$ cat src/rtl/ex_mem_buffer.sv
// ex_mem_buffer: EX/MEM pipeline buffer built as a 2-entry skid buffer.
// The main register drives every output. The skid register catches one extra
// entry, so in_ready depends only on registered state and never on out_ready.
//
// Ports:
//   clk, reset (synchronous, active-high), flush (synchronous discard)
//   in_valid / in_ready    : execute-side handshake
//   alu_*, rd, reg_write, mem_read, mem_write, branch, store_data : entry fields
//   out_valid / out_ready  : memory-side handshake
//   out_*                  : head entry, taken straight from main-register flops
//   out_branch_taken       : head branch AND zero, qualified by out_valid
//   ovf_count              : saturating count of accepted overflow entries
module ex_mem_buffer #(
    parameter int unsigned OVF_CNT_W = 8
) (
    input  logic                 clk,
    input  logic                 reset,
    input  logic                 flush,
    input  logic                 in_valid,
    output logic                 in_ready,
    input  logic [31:0]          alu_result,
    input  logic                 alu_zero,
    input  logic                 alu_overflow,
    input  logic                 alu_cout,
    input  logic [4:0]           rd,
    input  logic                 reg_write,
    input  logic                 mem_read,
    input  logic                 mem_write,
    input  logic                 branch,
    input  logic [31:0]          store_data,
    output logic                 out_valid,
    input  logic                 out_ready,
    output logic [31:0]          out_result,
    output logic                 out_zero,
    output logic                 out_overflow,
    output logic                 out_cout,
    output logic                 out_reg_write,
    output logic                 out_mem_read,
    output logic                 out_mem_write,
    output logic [4:0]           out_rd,
    output logic [31:0]          out_store_data,
    output logic                 out_branch_taken,
    output logic [OVF_CNT_W-1:0] ovf_count
);

    // State encoding is {main_valid, skid_valid}; (0,1) has no code point.
    typedef enum logic [1:0] {
        EMPTY = 2'b00,
        ONE   = 2'b10,
        FULL  = 2'b11
    } state_t;

    typedef struct packed {
        logic [31:0] result;
        logic        zero;
        logic        overflow;
        logic        cout;
        logic [4:0]  rd;
        logic        reg_write;
        logic        mem_read;
        logic        mem_write;
        logic        branch;
        logic [31:0] store_data;
    } entry_t;

    state_t                 state_q, state_d;
    entry_t                 main_q, main_d;
    entry_t                 skid_q, skid_d;
    logic [OVF_CNT_W-1:0]   ovf_q, ovf_d;

    entry_t in_entry;
    logic   accept;
    logic   deliver;

    assign in_entry = '{
        result:     alu_result,
        zero:       alu_zero,
        overflow:   alu_overflow,
        cout:       alu_cout,
        rd:         rd,
        reg_write:  reg_write,
        mem_read:   mem_read,
        mem_write:  mem_write,
        branch:     branch,
        store_data: store_data
    };

    assign in_ready  = (state_q != FULL);
    assign out_valid = (state_q != EMPTY);
    assign accept    = in_valid && in_ready;
    assign deliver   = out_valid && out_ready;

    always_comb begin
        state_d = state_q;
        main_d  = main_q;
        skid_d  = skid_q;
        ovf_d   = ovf_q;

        unique case (state_q)
            EMPTY: begin
                if (accept) begin
                    state_d = ONE;
                    main_d  = in_entry;
                end
            end
            ONE: begin
                if (accept && deliver) begin
                    main_d = in_entry;
                end else if (accept) begin
                    state_d = FULL;
                    skid_d  = in_entry;
                end else if (deliver) begin
                    state_d = EMPTY;
                end
            end
            FULL: begin
                if (deliver) begin
                    state_d = ONE;
                    main_d  = skid_q;
                end
            end
            default: state_d = EMPTY;
        endcase

        if (accept && alu_overflow && (ovf_q != '1)) begin
            ovf_d = ovf_q + OVF_CNT_W'(1);
        end

        // Flush discards everything, including an entry accepted this cycle,
        // so that entry must not be counted either.
        if (flush) begin
            state_d = EMPTY;
            ovf_d   = ovf_q;
        end
    end

    always_ff @(posedge clk) begin
        if (reset) begin
            state_q <= EMPTY;
            main_q  <= '0;
            skid_q  <= '0;
            ovf_q   <= '0;
        end else begin
            state_q <= state_d;
            main_q  <= main_d;
            skid_q  <= skid_d;
            ovf_q   <= ovf_d;
        end
    end

    assign out_result       = main_q.result;
    assign out_zero         = main_q.zero;
    assign out_overflow     = main_q.overflow;
    assign out_cout         = main_q.cout;
    assign out_reg_write    = main_q.reg_write;
    assign out_mem_read     = main_q.mem_read;
    assign out_mem_write    = main_q.mem_write;
    assign out_rd           = main_q.rd;
    assign out_store_data   = main_q.store_data;
    assign out_branch_taken = out_valid && main_q.branch && main_q.zero;
    assign ovf_count        = ovf_q;

endmodule

$ cat config.mk
export PLATFORM = sky130hd
export DESIGN_NAME = ex_mem_buffer
export DESIGN_NICKNAME = d
export VERILOG_FILES = /design/src/rtl/ex_mem_buffer.sv
export SDC_FILE = /design/constraint.sdc
export NUM_CORES = 1
export LEC_CHECK = 0
export CAP_MARGIN = 10
export CORE_MARGIN = 2
export CORE_UTILIZATION = 51
export CTS_CLUSTER_DIAMETER = 40
export DETAILED_ROUTE_END_ITERATION = 10
export PLACE_DENSITY = 0.8
export SYNTH_ARGS = -nofsm -noshare
export SYNTH_HDL_FRONTEND = slang
export SYNTH_SLANG_ARGS = --single-unit
export TNS_END_PERCENT = 50
$ cat constraint.sdc
create_clock -name clk -period 2.7 [get_ports clk]
set_clock_uncertainty 0.15 [all_clocks]
set_input_delay 0.675 -clock clk [delete_from_list [all_inputs] [get_ports clk]]
set_output_delay 0.675 -clock clk [all_outputs]
set_load 0.05 [all_outputs]
==> results of run 1 <==
[flip-flops by register name (all words and copies together), names as in the netlist]
| register | cells |
|---|---|
| main_q | 1 |
| out_rd | 5 |
| out_mem_read | 1 |
| out_overflow | 1 |
| state_q | 2 |
| out_result | 32 |
| out_zero | 1 |
| ovf_count | 8 |
| out_mem_write | 1 |
| out_cout | 1 |
| skid_q | 76 |
| out_store_data | 32 |
| out_reg_write | 1 |
[worst register-to-register path, cell delays in order (launching register included)]
cell,delay [ns]
dfxtp_1,0.43
inv_1,0.09
ha_1,0.31
nor2b_2,0.27
a21oi_1,0.15
a21o_4,0.27
buf_12,0.18
a221oi_1,0.37
[cell families (layout without fill, tap and decap cells)]
logic type | Yosys count | after routing | synth area share, %
XOR/XNOR | 6 | 6 | 0.6792
buffers and inverters | 226 | 300 | 15.10
other | 0 | 1 | 0
AO/OA/AOI/OAI | 244 | 244 | 25.58
adder cells (fa/ha/maj) | 6 | 6 | 0.9702
flip-flops | 162 | 162 | 41.91
AND/OR/NAND/NOR | 257 | 257 | 15.62
multiplexers | 1 | 1 | 0.1294
[area by class of cell]
| class | count | area share [%] |
|---|---|---|
| multi-input combinational | 514 | 34.94 |
| clock buffer | 24 | 4.785 |
| sequential | 162 | 33.61 |
| clock inverter | 7 | 0.6225 |
| timing repair buffer | 188 | 20.43 |
| antenna | 1 | 0.02594 |
| inverter | 81 | 3.151 |
| tap | 188 | 2.438 |
[what timing repair did]
| item | 4_1_cts | 5_1_grt |
|---|---|---|
| setup buffers | 0 | 0 |
| setup endpoints to repair | 1 | 0 |
| gates resized for setup | 1 | 0 |
[final timing paths]
check | endpoint | cells after the start
max | out_branch_taken | 4
max reg2reg | out_result[7]$_SDFFE_PP0P_ | 7
min reg2reg | skid_q[4]$_SDFFE_PP0P_ | 2
min | skid_q[4]$_SDFFE_PP0P_ | 2
[through the flow]
step                power [W]  area [um2]  hold WS [ns]
detailed placement   0.004204        9119        0.2918
global route         0.006565        9648        0.3127
CTS                  0.006364        9646        0.2996
finish               0.006332        9648        0.2974
floorplan            0.003817        7737        0.2817
global placement     0.004184        9119        0.2866
[per-layer routing]
layer  share of wire [%]  up-vias
met3                 5.0       25
met4                 2.3        0
met2                  49      211
met5                   0        -
met1                  44     3036
li1                    -     3159
[where the power goes]
group | leakage [nW] | switching (W) | internal (W)
combinational | 1.88 | 0.000930 | 0.000561
sequential | 1.33 | 0.0000986 | 0.00256
clock | 0.261 | 0.000901 | 0.00128
total | 3.47 | 0.00193 | 0.00440
[cell usage in the layout (no fill, tap or decap), drive strengths merged, types with 2 or more instances in the layout]
cell           instances
and3                   2
a221oi                76
clkdlybuf4s50        162
o21ai                  3
o2111ai                2
buf                   26
nand2                154
a21oi                 78
xor2                   6
o211ai                 4
nor2                  10
ha                     6
nor3                   4
nand3                  2
clkinv                 6
inv                   81
clkbuf                24
a211oi                76
and2                  76
nor2b                  3
dfxtp                162
==> impl_metrics.ini, run 1 <==
[outcome]
status = completed

[cts]
cts_tree = yes
cts_max_level = 4
clock_latency_ns = 0.42
cts_buffer_depth = 2
cts_buffers = 17
path_clk_slew_ns = 0.06
holdBufCountCts = 0
cts_sinks = 162
cts_root_buffer = clkbuf_16

[logic_synthesis]
ys_warn_count = 0
synth.distinct_cells = 37
ys.flop_type = dfxtp_1
syn_nets = 989
synth_area_um2 = 7737
synth_area_leaders = dfxtp_1 (42%), a221oi_2 (7.8%), nand2_1 (7.5%)
synth.most_common_cell = dfxtp_1
synth_area_leader_cell = dfxtp_1
avgSynthCellArea_um2 = 8.578
synthCells = 902
yosysSeqAreaShare_pct = 41.91
yosysTopAreaCellShare_pct = 41.91
ys_ff_latch = 162
synth_edf_count = 0
synth_common_cells = dfxtp_1 (162), nand2_1 (154), inv_1 (81)
async_flop_share_pct = 0

[worst_setup_path]
path_class = reg2out
cp.arrival_ns = 1.71
critical_path.slowest_cell = dfxtp_1
critPathLaunch = state_q[0]$_SDFFE_PP0P_
r2r_start = state_q[0]$_SDFFE_PP0P_
critPathRequiredTime_ns = 1.88
cp-start-kind = flop
path_delay_family = flip-flops
cp_max_fo = 5
critPathMaxStageDelay_ns = 0.43
path_buf_inv = 2
end_kind = output port
cp_cell_sequence = inv_1 > ha_1 > nor3_2 > buf_12
r2r_slack_ns = 0.38

[timing]
fmax_mhz = 394.2
final-hold-violation-count = 0
rsz0062_at_grt = false
worst_slew_pin_slew_ns = 0.5774
tns_ns = 0
slew_headroom_pct = 61.38
setup_ws_ns = 0.1634
setup_viol = 0
post-route-period-util_pct = 93.95
slew_viol_final = 0
fin_crit_ns = 2.537

[routing]
drt-total-wl_mm = 18.58
drt-initial-drc-count = 532
vias = 6431
drc_errors = 0
drt_pre_antenna_iters = 5
vias_per_cell = 5.520
drt.antenna.violating_nets = 0
wire_per_inst_um = 15.95

[final_layout]
seq_area_um2 = 3243
drive_gt1_share_pct = 10.55
multi_input_area_um2 = 3371
final_util_pct = 64.18
finalNetCount = 1051
fill_cells = 1231
area_growth_syn_to_layout_pct = 24.69
fin_cells = 1165

[placed_design]
dp_cells = 1133
place_ws_ns = 0.05649
io_buffers = 166
routabilityCongestion = 0.7906
dp_hpwl_mm = 11.61

[floorplan]
die_w_um = 127.2
initial_utilization_pct = 51.47
core_area_um2 = 15030
die-area_um2 = 16170
io_pins = 167
die_y_um = 127.2
placementRows = 45

[global_route]
antenna_found_initial = 1
met2_usage_pct = 38.14
grt_pass1_wl_mm = 29.60
grt_busiest_layer = met2
overflow = 0
grt_max_degree = 68
grtUsageMet1_pct = 29.18
grt_pass1_vias = 5940
use_met3_pct = 4.313
gr-usage-all-layers_pct = 22.67

[power_and_ir_drop]
p_per_area_nw_per_um2 = 656.3
cellLeakagePower_nw = 3.470
peakVddDrop_mv = 0.4356

[hold_path]
hp-class = reg2reg
min_from = skid_q[4]$_SDFFE_PP0P_

[flow_run]
drv_cap = 0
Note: power is estimated with default switching activity, not from simulation.
==> run 2, diff against run 1 <==
--- a/config.mk
+++ b/config.mk
@@ -10,6 +10,7 @@
 export CORE_UTILIZATION = 51
 export CTS_CLUSTER_DIAMETER = 40
 export DETAILED_ROUTE_END_ITERATION = 10
+export HOLD_SLACK_MARGIN = 0.15
 export PLACE_DENSITY = 0.8
 export SYNTH_ARGS = -nofsm -noshare
 export SYNTH_HDL_FRONTEND = slang
==> results of run 2 <==
Same layout as run 1: the final DEF is identical, and so are final timing and power.
==> run 3, diff against run 2 <==
--- a/config.mk
+++ b/config.mk
@@ -11,7 +11,8 @@
 export CTS_CLUSTER_DIAMETER = 40
 export DETAILED_ROUTE_END_ITERATION = 10
 export HOLD_SLACK_MARGIN = 0.15
-export PLACE_DENSITY = 0.8
+export PLACE_DENSITY_LB_ADDON = 0.12
+export SLEW_MARGIN = 40
 export SYNTH_ARGS = -nofsm -noshare
 export SYNTH_HDL_FRONTEND = slang
 export SYNTH_SLANG_ARGS = --single-unit
==> run 3 against run 2 <==
Effect of this change:
- via count down 3.7%
- critical path type unchanged
- total power up 2.7%
- critical path depth down 1
- largest cell class unchanged
==> impl_metrics.ini, run 3 (synthesis results as in run 1) <==
[outcome]
status = completed

[cts]
cts_tree = yes
cts_buffer_depth = 2
cts_sinks = 162
holdBufCountCts = 0
cts_setup_buffers = 0
cts_max_level = 4
cts_root_buffer = clkbuf_16
path_clk_slew_ns = 0.06
cts_buffers = 17
clock_latency_ns = 0.42

[flow_run]
drv_cap = 0

[timing]
fmax_mhz = 396.7
fin_crit_ns = 2.521
worst_slew_pin_slew_ns = 0.5553
post-route-period-util_pct = 93.37
setup_viol = 0
final-hold-violation-count = 0
slew_viol_final = 0
rsz0062_at_grt = false
hold_slack_ns = 0.2981
tns_ns = 0
setup_ws_ns = 0.1790
slew_headroom_pct = 62.98

[global_route]
grt_pass1_wl_mm = 29.44
grt_max_degree = 57
gr-usage-all-layers_pct = 22.61
overflow = 0
antenna_found_initial = 0
grt_pass1_vias = 5842

[worst_setup_path]
critPathRequiredTime_ns = 1.88
cp-start-kind = flop
path_delay_family = adder cells
path_class = reg2out
cp_cell_sequence = ha_2 > inv_2 > buf_12
cp.arrival_ns = 1.70
r2r_slack_ns = 0.35
path_buf_inv = 2
cp_max_fo = 22
critPathMaxStageDelay_ns = 0.50
end_kind = output port
critical_path.slowest_cell = ha_2

[power_and_ir_drop]
peakVddDrop_mv = 0.4423
cellLeakagePower_nw = 3.501
finalPower_w = 0.006505
p_per_area_nw_per_um2 = 669.1

[placed_design]
routabilityCongestion = 0.7278
dp_hpwl_mm = 11.49
io_buffers = 166
dp_cells = 1135
place_ws_ns = 0.03515

[floorplan]
placementRows = 45
die_y_um = 127.2
die_w_um = 127.2
core_area_um2 = 15030
initial_utilization_pct = 51.47
die-area_um2 = 16170
io_pins = 167

[routing]
drt-total-wl_mm = 18.14
wire_per_inst_um = 15.55
vias_per_cell = 5.307
drt_pre_antenna_iters = 5
drc_errors = 0
vias = 6193
drt-initial-drc-count = 351
drt.antenna.violating_nets = 0

[final_layout]
area_growth_syn_to_layout_pct = 25.65
diodes = 0
regMostFlops = skid_q
finalNetCount = 1053
fin_cells = 1167
largest_register_ffs = 76
mostFrequentLayoutCells = clkdlybuf4s50_1 (162), dfxtp_1 (162), nand2_1 (153)
drive_gt1_share_pct = 11.44

[hold_path]
hp-class = reg2reg
run 3: changes by cell type in the layout (fill, tap and decap cells not counted):
cell	change
clkinvlp_4	+3
ha_2	-1
clkinv_2	-1
clkbuf_8	+5
buf_12	-1
buf_4	+3
diode_2	-1
ha_4	+1
clkbuf_1	-6
run 3: timing repair:
action | 4_1_cts | 5_1_grt
gates resized for setup | 0 | 1
hold endpoints to repair | 0 | 0
endpoints found under the setup margin | 0 | 1
run 3: area by class of cell:
cell class,instances,area [um2]
tap,188,235.2
multi-input combinational,514,3381
sequential,162,3243
inverter,81,304.0
timing repair buffer,190,1973
clock buffer,23,508.0
clock inverter,9,77.57
fill,1289,5311
run 3: worst paths after layout:
kind	startpoint	cells past startpoint	to
min	skid_q[24]$_SDFFE_PP0P_	2	skid_q[24]$_SDFFE_PP0P_
max	state_q[0]$_SDFFE_PP0P_	3	in_ready
max reg2reg	state_q[0]$_SDFFE_PP0P_	7	out_store_data[31]$_SDFFE_PP0P_
min reg2reg	skid_q[24]$_SDFFE_PP0P_	2	skid_q[24]$_SDFFE_PP0P_
run 3: worst reg2reg max path, delay by kind of cell (launching register included):
kind                       cells  cell delay, ns
adders and majority gates      1            0.30
buffers and inverters          2            0.29
and+or+nand+nor                1            0.28
DFF                            1            0.44
AOI/OAI and AO/OA              3            0.80
run 3: power by group:
part	total, W	internal [W]	switching, W
Clock	0.00235	0.00141	0.000941
Sequential	0.00266	0.00256	0.0000959
Combinational	0.00150	0.000572	0.000925
run 3: per-layer routing:
| metal | track usage [%] | part of all wire (%) | vias up |
|---|---|---|---|
| li1 | - | - | 3155 |
| met3 | 4.648 | 4.7 | 11 |
| met2 | 38.24 | 49 | 151 |
| met1 | 29.05 | 45 | 2876 |
| met4 | 7.304 | 1.0 | 0 |
| met5 | 0 | 0 | - |
run 3: metrics by stage:
step / instance area (um2) / util [%]
4_1_cts: 9717 / 64.64
6_report: 9722 / 64.67
3_5_place_dp: 9131 / 60.74
5_1_grt: 9722 / 64.67
2_1_floorplan: 7737 / -
3_3_place_gp: 9131 / 60.74
